File: src/rtl/tt_micro_pkg.sv
// Shared pin map, counting mode and legal parameter ranges for the microtile
// edge counter.
package tt_micro_pkg;
  localparam int CH_LSB   = 0;
  localparam int SEL_LSB  = 4;
  localparam int MODE_BIT = 6;
  localparam int CLR_BIT  = 7;

  typedef enum logic {
    MODE_RISE = 1'b0,
    MODE_BOTH = 1'b1
  } mode_e;

  localparam int CHANNELS_MIN = 1;
  localparam int CHANNELS_MAX = 4;
  localparam int WIDTH_MIN    = 4;
  localparam int WIDTH_MAX    = 7;
  localparam int SYNC_MIN     = 2;
  localparam int SYNC_MAX     = 3;
endpackage

File: src/rtl/tt_um_micro_edge_counter_if.sv
// Microtile pin bundle: 8 inputs in, 8 outputs back.
interface tt_um_micro_edge_counter_if;
  logic [7:0] ui_in;
  logic [7:0] uo_out;

  modport master (output ui_in, input uo_out);
  modport slave  (input ui_in, output uo_out);
endinterface

File: src/rtl/micro_sync_edge.sv
// One input bit: synchroniser chain, previous-value flop and arm-gated
// rising / any-edge strobes.
module micro_sync_edge #(
  parameter int SYNC_STAGES = 2
) (
  input  logic clk,
  input  logic rst_n,
  input  logic d,
  input  logic armed,
  output logic rise,
  output logic any
);
  logic [SYNC_STAGES-1:0] chain;
  logic                   prev;
  logic                   s;

  assign s = chain[SYNC_STAGES-1];

  always_ff @(posedge clk) begin
    if (!rst_n) begin
      chain <= '0;
      prev  <= 1'b0;
    end else begin
      chain <= {chain[SYNC_STAGES-2:0], d};
      prev  <= s;
    end
  end

  assign rise = armed & s & ~prev;
  assign any  = armed & (s ^ prev);
endmodule

File: src/rtl/tt_um_micro_edge_counter.sv
// Multi-channel edge counter: synchronised inputs, per-channel counters with
// sticky overflow, per-channel clear and a combinational display mux.
module tt_um_micro_edge_counter
  import tt_micro_pkg::*;
#(
  parameter int CHANNELS    = 4,
  parameter int WIDTH       = 7,
  parameter int SYNC_STAGES = 2,
  parameter bit SATURATE    = 1'b1
) (
  input logic clk,
  input logic rst_n,
  tt_um_micro_edge_counter_if.slave pins
);
  if (CHANNELS < CHANNELS_MIN || CHANNELS > CHANNELS_MAX ||
      WIDTH < WIDTH_MIN || WIDTH > WIDTH_MAX ||
      SYNC_STAGES < SYNC_MIN || SYNC_STAGES > SYNC_MAX) begin : g_bad_param
    $error("tt_um_micro_edge_counter: parameter out of legal range");
  end

  localparam int               CTL_W    = 8 - SEL_LSB;
  localparam int               ARM_DONE = SYNC_STAGES + 1;
  localparam logic [WIDTH-1:0] CNT_MAX  = '1;

  logic [SYNC_STAGES-1:0][CTL_W-1:0] ctl_chain;
  logic [CTL_W-1:0]                  ctl_s;
  logic [1:0]                        sel_s;
  logic                              clr_s;
  mode_e                             mode;
  logic [2:0]                        arm_cnt;
  logic                              armed;
  logic [CHANNELS-1:0]               rise, any, hit;
  logic [CHANNELS-1:0][WIDTH-1:0]    cnt;
  logic [CHANNELS-1:0]               ovf;
  logic [7:0]                        uo;

  // Select/mode/clear bits share the channel synchroniser depth so that a
  // clear lines up with an edge driven in the same input cycle.
  always_ff @(posedge clk) begin
    if (!rst_n) ctl_chain <= '0;
    else        ctl_chain <= {ctl_chain[SYNC_STAGES-2:0], pins.ui_in[7:SEL_LSB]};
  end

  assign ctl_s = ctl_chain[SYNC_STAGES-1];
  assign sel_s = ctl_s[1:0];
  assign mode  = mode_e'(ctl_s[MODE_BIT-SEL_LSB]);
  assign clr_s = ctl_s[CLR_BIT-SEL_LSB];

  // Edges stay masked until the chains have flushed, so a level held
  // through reset never looks like an edge.
  assign armed = (arm_cnt == 3'(ARM_DONE));

  always_ff @(posedge clk) begin
    if (!rst_n)      arm_cnt <= '0;
    else if (!armed) arm_cnt <= arm_cnt + 3'd1;
  end

  for (genvar c = 0; c < CHANNELS; c++) begin : g_ch
    micro_sync_edge #(.SYNC_STAGES(SYNC_STAGES)) u_edge (
      .clk   (clk),
      .rst_n (rst_n),
      .d     (pins.ui_in[CH_LSB+c]),
      .armed (armed),
      .rise  (rise[c]),
      .any   (any[c])
    );
  end

  assign hit = (mode == MODE_BOTH) ? any : rise;

  always_ff @(posedge clk) begin
    if (!rst_n) begin
      cnt <= '0;
      ovf <= '0;
    end else begin
      for (int c = 0; c < CHANNELS; c++) begin
        if (clr_s && int'(sel_s) == c) begin
          cnt[c] <= '0;
          ovf[c] <= 1'b0;
        end else if (hit[c]) begin
          if (cnt[c] != CNT_MAX) begin
            cnt[c] <= cnt[c] + 1'b1;
          end else begin
            ovf[c] <= 1'b1;
            if (!SATURATE) cnt[c] <= '0;
          end
        end
      end
    end
  end

  // Display follows the raw select pins with no latency.
  always_comb begin
    uo = '0;
    for (int c = 0; c < CHANNELS; c++) begin
      if (int'(pins.ui_in[SEL_LSB+:2]) == c) uo = {ovf[c], 7'(cnt[c])};
    end
  end

  assign pins.uo_out = uo;
endmodule
File: src/flat_wrapper.sv
// flat-port wrapper written by rule: the top's interface ports become plain ports
module tt_um_micro_edge_counter_flat import tt_micro_pkg::*;
#(
  parameter int CHANNELS    = 4,
  parameter int WIDTH       = 7,
  parameter int SYNC_STAGES = 2,
  parameter bit SATURATE    = 1'b1
)
  (clk, rst_n, pins_ui_in, pins_uo_out);
  tt_um_micro_edge_counter_if pins_i ();
  input logic clk;
  input logic rst_n;
  input wire logic [$bits(pins_i.ui_in)-1:0] pins_ui_in;
  output wire logic [$bits(pins_i.uo_out)-1:0] pins_uo_out;
  assign pins_i.ui_in = pins_ui_in;
  assign pins_uo_out = pins_i.uo_out;
  tt_um_micro_edge_counter #(.CHANNELS(CHANNELS), .WIDTH(WIDTH), .SYNC_STAGES(SYNC_STAGES), .SATURATE(SATURATE)) u_core (.clk(clk), .rst_n(rst_n), .pins(pins_i));
endmodule
File: config.mk
export PLATFORM = sky130hd
export DESIGN_NAME = tt_um_micro_edge_counter_flat
export DESIGN_NICKNAME = d
export VERILOG_FILES = /design/src/rtl/tt_micro_pkg.sv /design/src/rtl/tt_um_micro_edge_counter_if.sv /design/src/rtl/micro_sync_edge.sv /design/src/rtl/tt_um_micro_edge_counter.sv /design/src/flat_wrapper.sv
export SDC_FILE = /design/constraint.sdc
export NUM_CORES = 1
export LEC_CHECK = 0
export ABC_AREA = 1
export CORE_UTILIZATION = 49
export CTS_CLUSTER_SIZE = 25
export DETAILED_ROUTE_END_ITERATION = 7
export HOLD_SLACK_MARGIN = 0.1
export PLACE_DENSITY = 0.68
export SKIP_LAST_GASP = 1
export SYNTH_ARGS = -nofsm -noshare
export SYNTH_HDL_FRONTEND = slang
export SYNTH_SLANG_ARGS = --single-unit
File: constraint.sdc
create_clock -name clk -period 1.55 [get_ports clk]
set_input_delay 0.31 -clock clk [delete_from_list [all_inputs] [get_ports clk]]
set_output_delay 0.31 -clock clk [all_outputs]
set_load 0.1 [all_outputs]
==> impl_metrics.yaml, run 1 <==
pwr:
  p_per_area_nw_per_um2: 771
  p_int_mw: 2.07
  sw_frac_of_total: 0.252
  p_comb_frac: 0.099
  leakage_nw: 1.57
  switching_power_mw: 0.698
  seq_power_share: 0.533
  p_clk_frac: 0.368
  ir_worst_vdd_uv: 636
  power.total_mw: 2.77
worst_setup_path:
  required_ps: 1240
  rrSetupSlack_ps: 130
  cpPeakStageDelay_ps: 190
  worstPathArrival_ps: 1250
  r2r_end: "u_core.cnt[10]"
  endpoint_kind: "output pin"
  crit_chain: "buf_6 > buf_12 > inv_4 > nand2_8 > o21ai_2 > a21oi_1 > o21ai_2 > buf_12"
  crit_type: "input port to output pin"
  slowest_stage: "buf_12"
  worst_setup_path_start_kind: "input port"
  endpoint: "pins_uo_out[5]"
  r2r_start: "u_core.arm_cnt[0]"
  worstPathMaxFanout: 6
  startpoint: "pins_ui_in[5]"
  reg2reg_depth: 8
drt:
  final_antenna_net_count: 0
  via_per_inst: 4.96
  routed_wl_um: 5920
  drt-wirelength-per-cell_um: 11.7
  drc: 0
  drt_iter0_markers: 140
  firstDrtPassIters: 4
  num_vias: 2500
sta:
  max_freq_ghz: 0.641
  final.min_clock_period_ps: 1560
  hold-worst-slack_ps: 200
  final_min_period_over_clock_period: 1.01
  worst_slew_pin_slew_ps: 595
  layout_setup_ws_ps: -10.5
  drv_slew: 0
  setup_viol: 3
  fin_skew_ps: 6.08
  hold_violations: 0
  grt_setup_unrepaired: "yes"
  maxSlewHeadroom: 0.601
logic_synthesis:
  ys_seq_area_frac: 0.407
  yosysTopAreaCell: "dfxtp_1"
  syn_inst: 389
  synth_nets: 405
  yosysWarnings: 0
  syn-cell-area_um2: 2700
  ys_top_cells_by_area: "dfxtp_1, nand2_1, inv_1"
  synth_top_area_share: 0.407
  synth_seq_cells: 55
  ys_types: 25
  syn_avg_cell_area_um2: 6.95
clocking:
  cts_hold_buffers: 0
  clk_latency_ps: 320
  path_clk_slew_ps: 100
  htree_levels: 2
  cts-root-buf: "clkbuf_8"
  cts_tree: "built"
  numCtsBuffers: 5
  clockBufferDepth: 2
  cts_sinks: 55
die:
  die_h_um: 76.3
  start_util: 0.519
  rows: 26
  die-width_um: 76.3
  die_area_um2: 5820
  coreArea_um2: 5200
  num_io_pins: 18
run:
  cap_violations: 0
finish:
  area_delta_synth_final_pct: 32.7
  diodes: 0
  stdcell_count: 504
  final_area_um2: 3590
  nNetsFinal: 449
  most-common-layout-cells: "nand2_1, inv_1, dfxtp_1"
  drive_gt1_frac: 0.265
  layout_commonest_cell: "nand2_1"
  fillCellCount: 431
place:
  place_hpwl_um: 4170
  port_buffers: 17
  postPlaceCellArea_um2: 3190
  gp_congestion: 0.840
  placed_cells: 485
run_status:
  violations: "setup timing"
  status: "complete, but fails checks"
global_route:
  grt_pass1_vias: 2291
  track_usage: 0.216
  grt_pass1_wl_um: 10000
  gr-total-overflow: 0
  antenna_found_initial: 0
  grt_max_degree: 20
min_path:
  hold_class: "input port to register"
==> critical path, delay by kind of cell <==
kind	cells	cell delay, ps
buf+inv	4	510
simple gates	1	100
compound gates	3	330
==> cell families (layout without fill, tap and decap cells) <==
logic type / after synthesis / in the layout / synth area share
and+or+nand+nor: 198 / 200 / 0.340
buffers and inverters: 70 / 113 / 0.0990
AOI/OAI and AO/OA: 56 / 56 / 0.113
DFF: 55 / 55 / 0.407
adders and majority gates: 6 / 6 / 0.0278
xor gates and xnor gates: 4 / 4 / 0.0130
==> per-stage QoR <==
step                      setup slack, ps   util  setup TNS [ps]
final                               -10.5  0.689           -22.5
after global routing                -51.1  0.689            -306
after CTS                           -21.1  0.663            -100
after detailed placement             -481  0.614           -3980
after global placement               -467  0.614           -3840
after floorplan                      -130      -            -294
==> flip-flops by register name, summed over array words and instances, names as in the netlist <==
name,count
u_core.cnt,28
u_core.g_ch.u_edge.chain,8
u_core.ctl_chain,4
u_core.ctl_s,4
u_core.g_ch.u_edge.prev,4
u_core.ovf,4
u_core.arm_cnt,3
==> metal layers <==
metal / up-vias / share of wire / wire (um) / track usage
met2: 63 / 0.46 / 2710 / 0.359
met1: 1116 / 0.47 / 2790 / 0.280
met5: - / 0 / 0 / 0
met4: 0 / 0.026 / 152 / 0.0865
met3: 14 / 0.045 / 268 / 0.0323
li1: 1307 / - / - / -
==> Yosys cell counts <==
cell type and instances:
nand2_1 114, inv_1 66, dfxtp_1 55, a21oi_1 36, nand3_1 29, nor2_1 24
o21ai_0 11, nand4_1 8, ha_1 6, nand2_2 5, nor2_4 5, nand2_4 4
nand3b_1 4, xor2_1 4, o21ai_1 3, o22ai_1 3, buf_1 2, nor2_2 2
nor3_1 2, a21oi_2 1, buf_2 1, buf_4 1, nor2_8 1, o21bai_1 1
o31ai_4 1
==> worst min-delay path by stage <==
stage	end	cells after the start	slack, ps	startpoint
2_1_floorplan	u_core.ctl_s[0]	2	390	u_core.ctl_chain[0]
3_3_place_gp	u_core.g_ch[1].u_edge.chain[1]	2	390	u_core.g_ch[1].u_edge.chain[0]
3_5_place_dp	u_core.ctl_s[0]	2	400	u_core.ctl_chain[0]
4_1_cts	u_core.ctl_chain[1]	4	260	pins_ui_in[5]
5_1_grt	u_core.ctl_chain[0]	3	200	pins_ui_in[4]
6_report	u_core.ctl_chain[0]	3	200	pins_ui_in[4]
==> layout make-up <==
| type | count | area, um^2 | area share |
|---|---|---|---|
| clock buffers | 5 | 68.8 | 0.0192 |
| repair buffers | 39 | 468 | 0.130 |
| inverters | 66 | 255 | 0.0711 |
| multi-input cells | 266 | 1530 | 0.427 |
| clock inverters | 3 | 50.0 | 0.0139 |
| flip-flops and latches | 55 | 1120 | 0.313 |
| well taps | 70 | 87.6 | 0.0244 |
==> power by group through the flow <==
| stage | Clock, mW | Sequential (mW) | Combinational, mW |
|---|---|---|---|
| 2_1_floorplan | 0 | 1.50 | 0.132 |
| 3_5_place_dp | 0 | 1.51 | 0.220 |
| 4_1_cts | 1.05 | 1.48 | 0.244 |
| 6_report | 1.02 | 1.48 | 0.274 |
| 3_3_place_gp | 0 | 1.51 | 0.213 |
| 5_1_grt | 1.09 | 1.48 | 0.310 |
==> what timing repair did <==
| item | in CTS | in global routing |
|---|---|---|
| gates resized for setup | 41 | 29 |
| setup buffers | 6 | 5 |
| pin swaps | 8 | 13 |
| setup endpoints to repair | 19 | 24 |
| gates cloned | 1 | 1 |
(Power assumes the default switching activity.)
==> inputs of run 2 (changes only) <==
- PLACE_DENSITY: 0.68 -> 0.71
- clock period: 1.55 -> 1.4 ns (I/O delays scaled with it)
==> run 2 against run 1 <==
Effect of this change:
- the flow still finishes with violations (setup timing)
- worst hold slack improved by 120 ps
- combinational power increased by 22%
- power increased by 6.3%
- clock skew increased by 3.2 ps
- via count increased by 4.8%
- cell count increased by 2.6%
- sequential cell count unchanged
- sequential share of layout area decreased by 1.0 points
- setup slack got worse by 110 ps
- largest power group unchanged
==> impl_metrics.yaml, run 2 (same netlist as run 1, synthesis figures left out) <==
run_status:
  status: "complete, but fails checks"
  violations: "setup timing"
sta:
  setup_viol: 8
  final_min_period_over_clock_period: 1.09
  drv_slew: 0
  final.min_clock_period_ps: 1520
  grt_setup_unrepaired: "yes"
  hold_violations: 0
  fin_setup_tns_ps: -710
  layout_setup_ws_ps: -119
  fin_skew_ps: 9.25
  worst_slew_pin_slew_ps: 521
  maxSlewHeadroom: 0.653
  max_freq_ghz: 0.658
drt:
  routed_wl_um: 6550
  drt-wirelength-per-cell_um: 12.7
  drc: 0
  num_vias: 2619
  firstDrtPassIters: 4
  final_antenna_net_count: 0
  via_per_inst: 5.07
  drt_iter0_markers: 151
pwr:
  p_per_area_nw_per_um2: 789
  power.total_mw: 2.94
  ir_worst_vdd_uv: 784
  leakage_nw: 1.60
place:
  place_hpwl_um: 4450
  port_buffers: 17
  placed_cells: 493
  gp_congestion: 0.834
finish:
  regMostFlops: "u_core.cnt"
  drive_gt1_frac: 0.367
  fillCellCount: 423
  most-common-layout-cells: "nand2_1, inv_1, dfxtp_1"
  area_delta_synth_final_pct: 37.8
  largest_reg_flops: 28
  fin_util: 0.716
  stdcell_count: 517
  layout_commonest_cell: "nand2_1"
  nNetsFinal: 462
  diodes: 0
  reg_top3: "u_core.cnt x28, u_core.g_ch.u_edge.chain x8"
clocking:
  clk_latency_ps: 320
  cts_sinks: 55
  cts_tree: "built"
  cts-root-buf: "clkbuf_8"
  path_clk_slew_ps: 110
  clockBufferDepth: 2
  htree_levels: 2
  numCtsBuffers: 5
die:
  die-width_um: 76.3
  start_util: 0.519
  rows: 26
  num_io_pins: 18
  coreArea_um2: 5200
  die_area_um2: 5820
  die_h_um: 76.3
worst_setup_path:
  critPathBufInv: 3
  worst_setup_path_start_kind: "input port"
  endpoint_kind: "output pin"
  slowest_stage: "nor2_4"
  crit_chain: "buf_4 > buf_4 > nor2_4 > nand2_1 > nand4_1 > buf_12"
  worstPathMaxFanout: 8
  required_ps: 1120
  cpMostUsedCell: "buf_4"
  worstPathArrival_ps: 1240
  crit_family: "buffers and inverters"
  crit_type: "input port to output pin"
  cpPeakStageDelay_ps: 230
global_route:
  grt_pass1_wl_um: 10600
  gr-usage-met1: 0.279
  gr-total-overflow: 0
  grt-busiest-layer: "met2"
  antenna_found_initial: 0
  grt_use_met3: 0.0551
  track_usage: 0.227
  use_met2: 0.392
  grt_max_degree: 21
  grt_pass1_vias: 2334
run:
  cap_violations: 0
min_path:
  hold_class: "input port to register"
[run 2: changes by cell type in the layout (fill, tap and decap cells not counted), sizes merged]
| cell | change |
|---|---|
| buf | +13 |
| inv | -1 |
| bufinv | -1 |
| clkinv | +2 |
[run 2: cell type report]
type / instances / area (um^2) / area share
multi-input combinational: 266 / 1620 / 0.434
sequential: 55 / 1130 / 0.303
timing repair buffer: 52 / 536 / 0.144
inverter: 66 / 253 / 0.0678
tap: 70 / 87.6 / 0.0235
clock buffer: 5 / 68.8 / 0.0185
clock inverter: 3 / 33.8 / 0.00907
[run 2: worst paths after layout]
kind | startpoint | endpoint | slack [ps] | cells past startpoint
setup / recovery | pins_ui_in[4] | pins_uo_out[2] | -120 | 6
hold / removal | pins_ui_in[5] | u_core.ctl_chain[1] | 320 | 4
setup reg to reg | u_core.arm_cnt[1] | u_core.cnt[15] | 10 | 7
hold reg to reg | u_core.ctl_chain[0] | u_core.ctl_s[0] | 420 | 2
[run 2: what timing repair did]
action / 4_1_cts / 5_1_grt
buffers inserted: 13 / 4
resized for setup: 62 / 42
pin swaps: 18 / 26
hold buffers: 0 / 0
endpoints found under the hold margin: 0 / 0
cloned: 2 / 0
setup endpoints to repair: 39 / 31
[run 2: power by group]
part / total, mW / switching [mW] / internal, mW / leakage (nW)
registers: 1.64 / 0.0297 / 1.61 / 0.458
logic: 0.334 / 0.189 / 0.145 / 1.09
clock network: 0.965 / 0.588 / 0.378 / 0.0515
[run 2: worst reg2reg max path, cell delays in order (launching register included)]
cell and delay (ps):
dfxtp_2 370, ha_4 140, ha_4 200, nand2_4 90
nor2_4 210, nand2_2 120, nand2_1 70, a21oi_1 60
[run 2: through the flow]
| stage | setup slack, ps | cell area [um^2] | hold WS, ps |
|---|---|---|---|
| 4_1_cts | -111 | 3590 | 376 |
| 6_report | -119 | 3730 | 317 |
| 3_5_place_dp | -580 | 3260 | 395 |
| 2_1_floorplan | -250 | 2780 | 373 |
| 5_1_grt | -173 | 3730 | 317 |
| 3_3_place_gp | -559 | 3260 | 393 |
[run 2: metal layers]
| layer | part of all wire | up-vias | wire (um) |
|---|---|---|---|
| li1 | - | 1346 | - |
| met1 | 0.43 | 1219 | 2840 |
| met2 | 0.51 | 42 | 3340 |
| met3 | 0.037 | 12 | 244 |
| met4 | 0.018 | 0 | 121 |
| met5 | 0 | - | 0 |
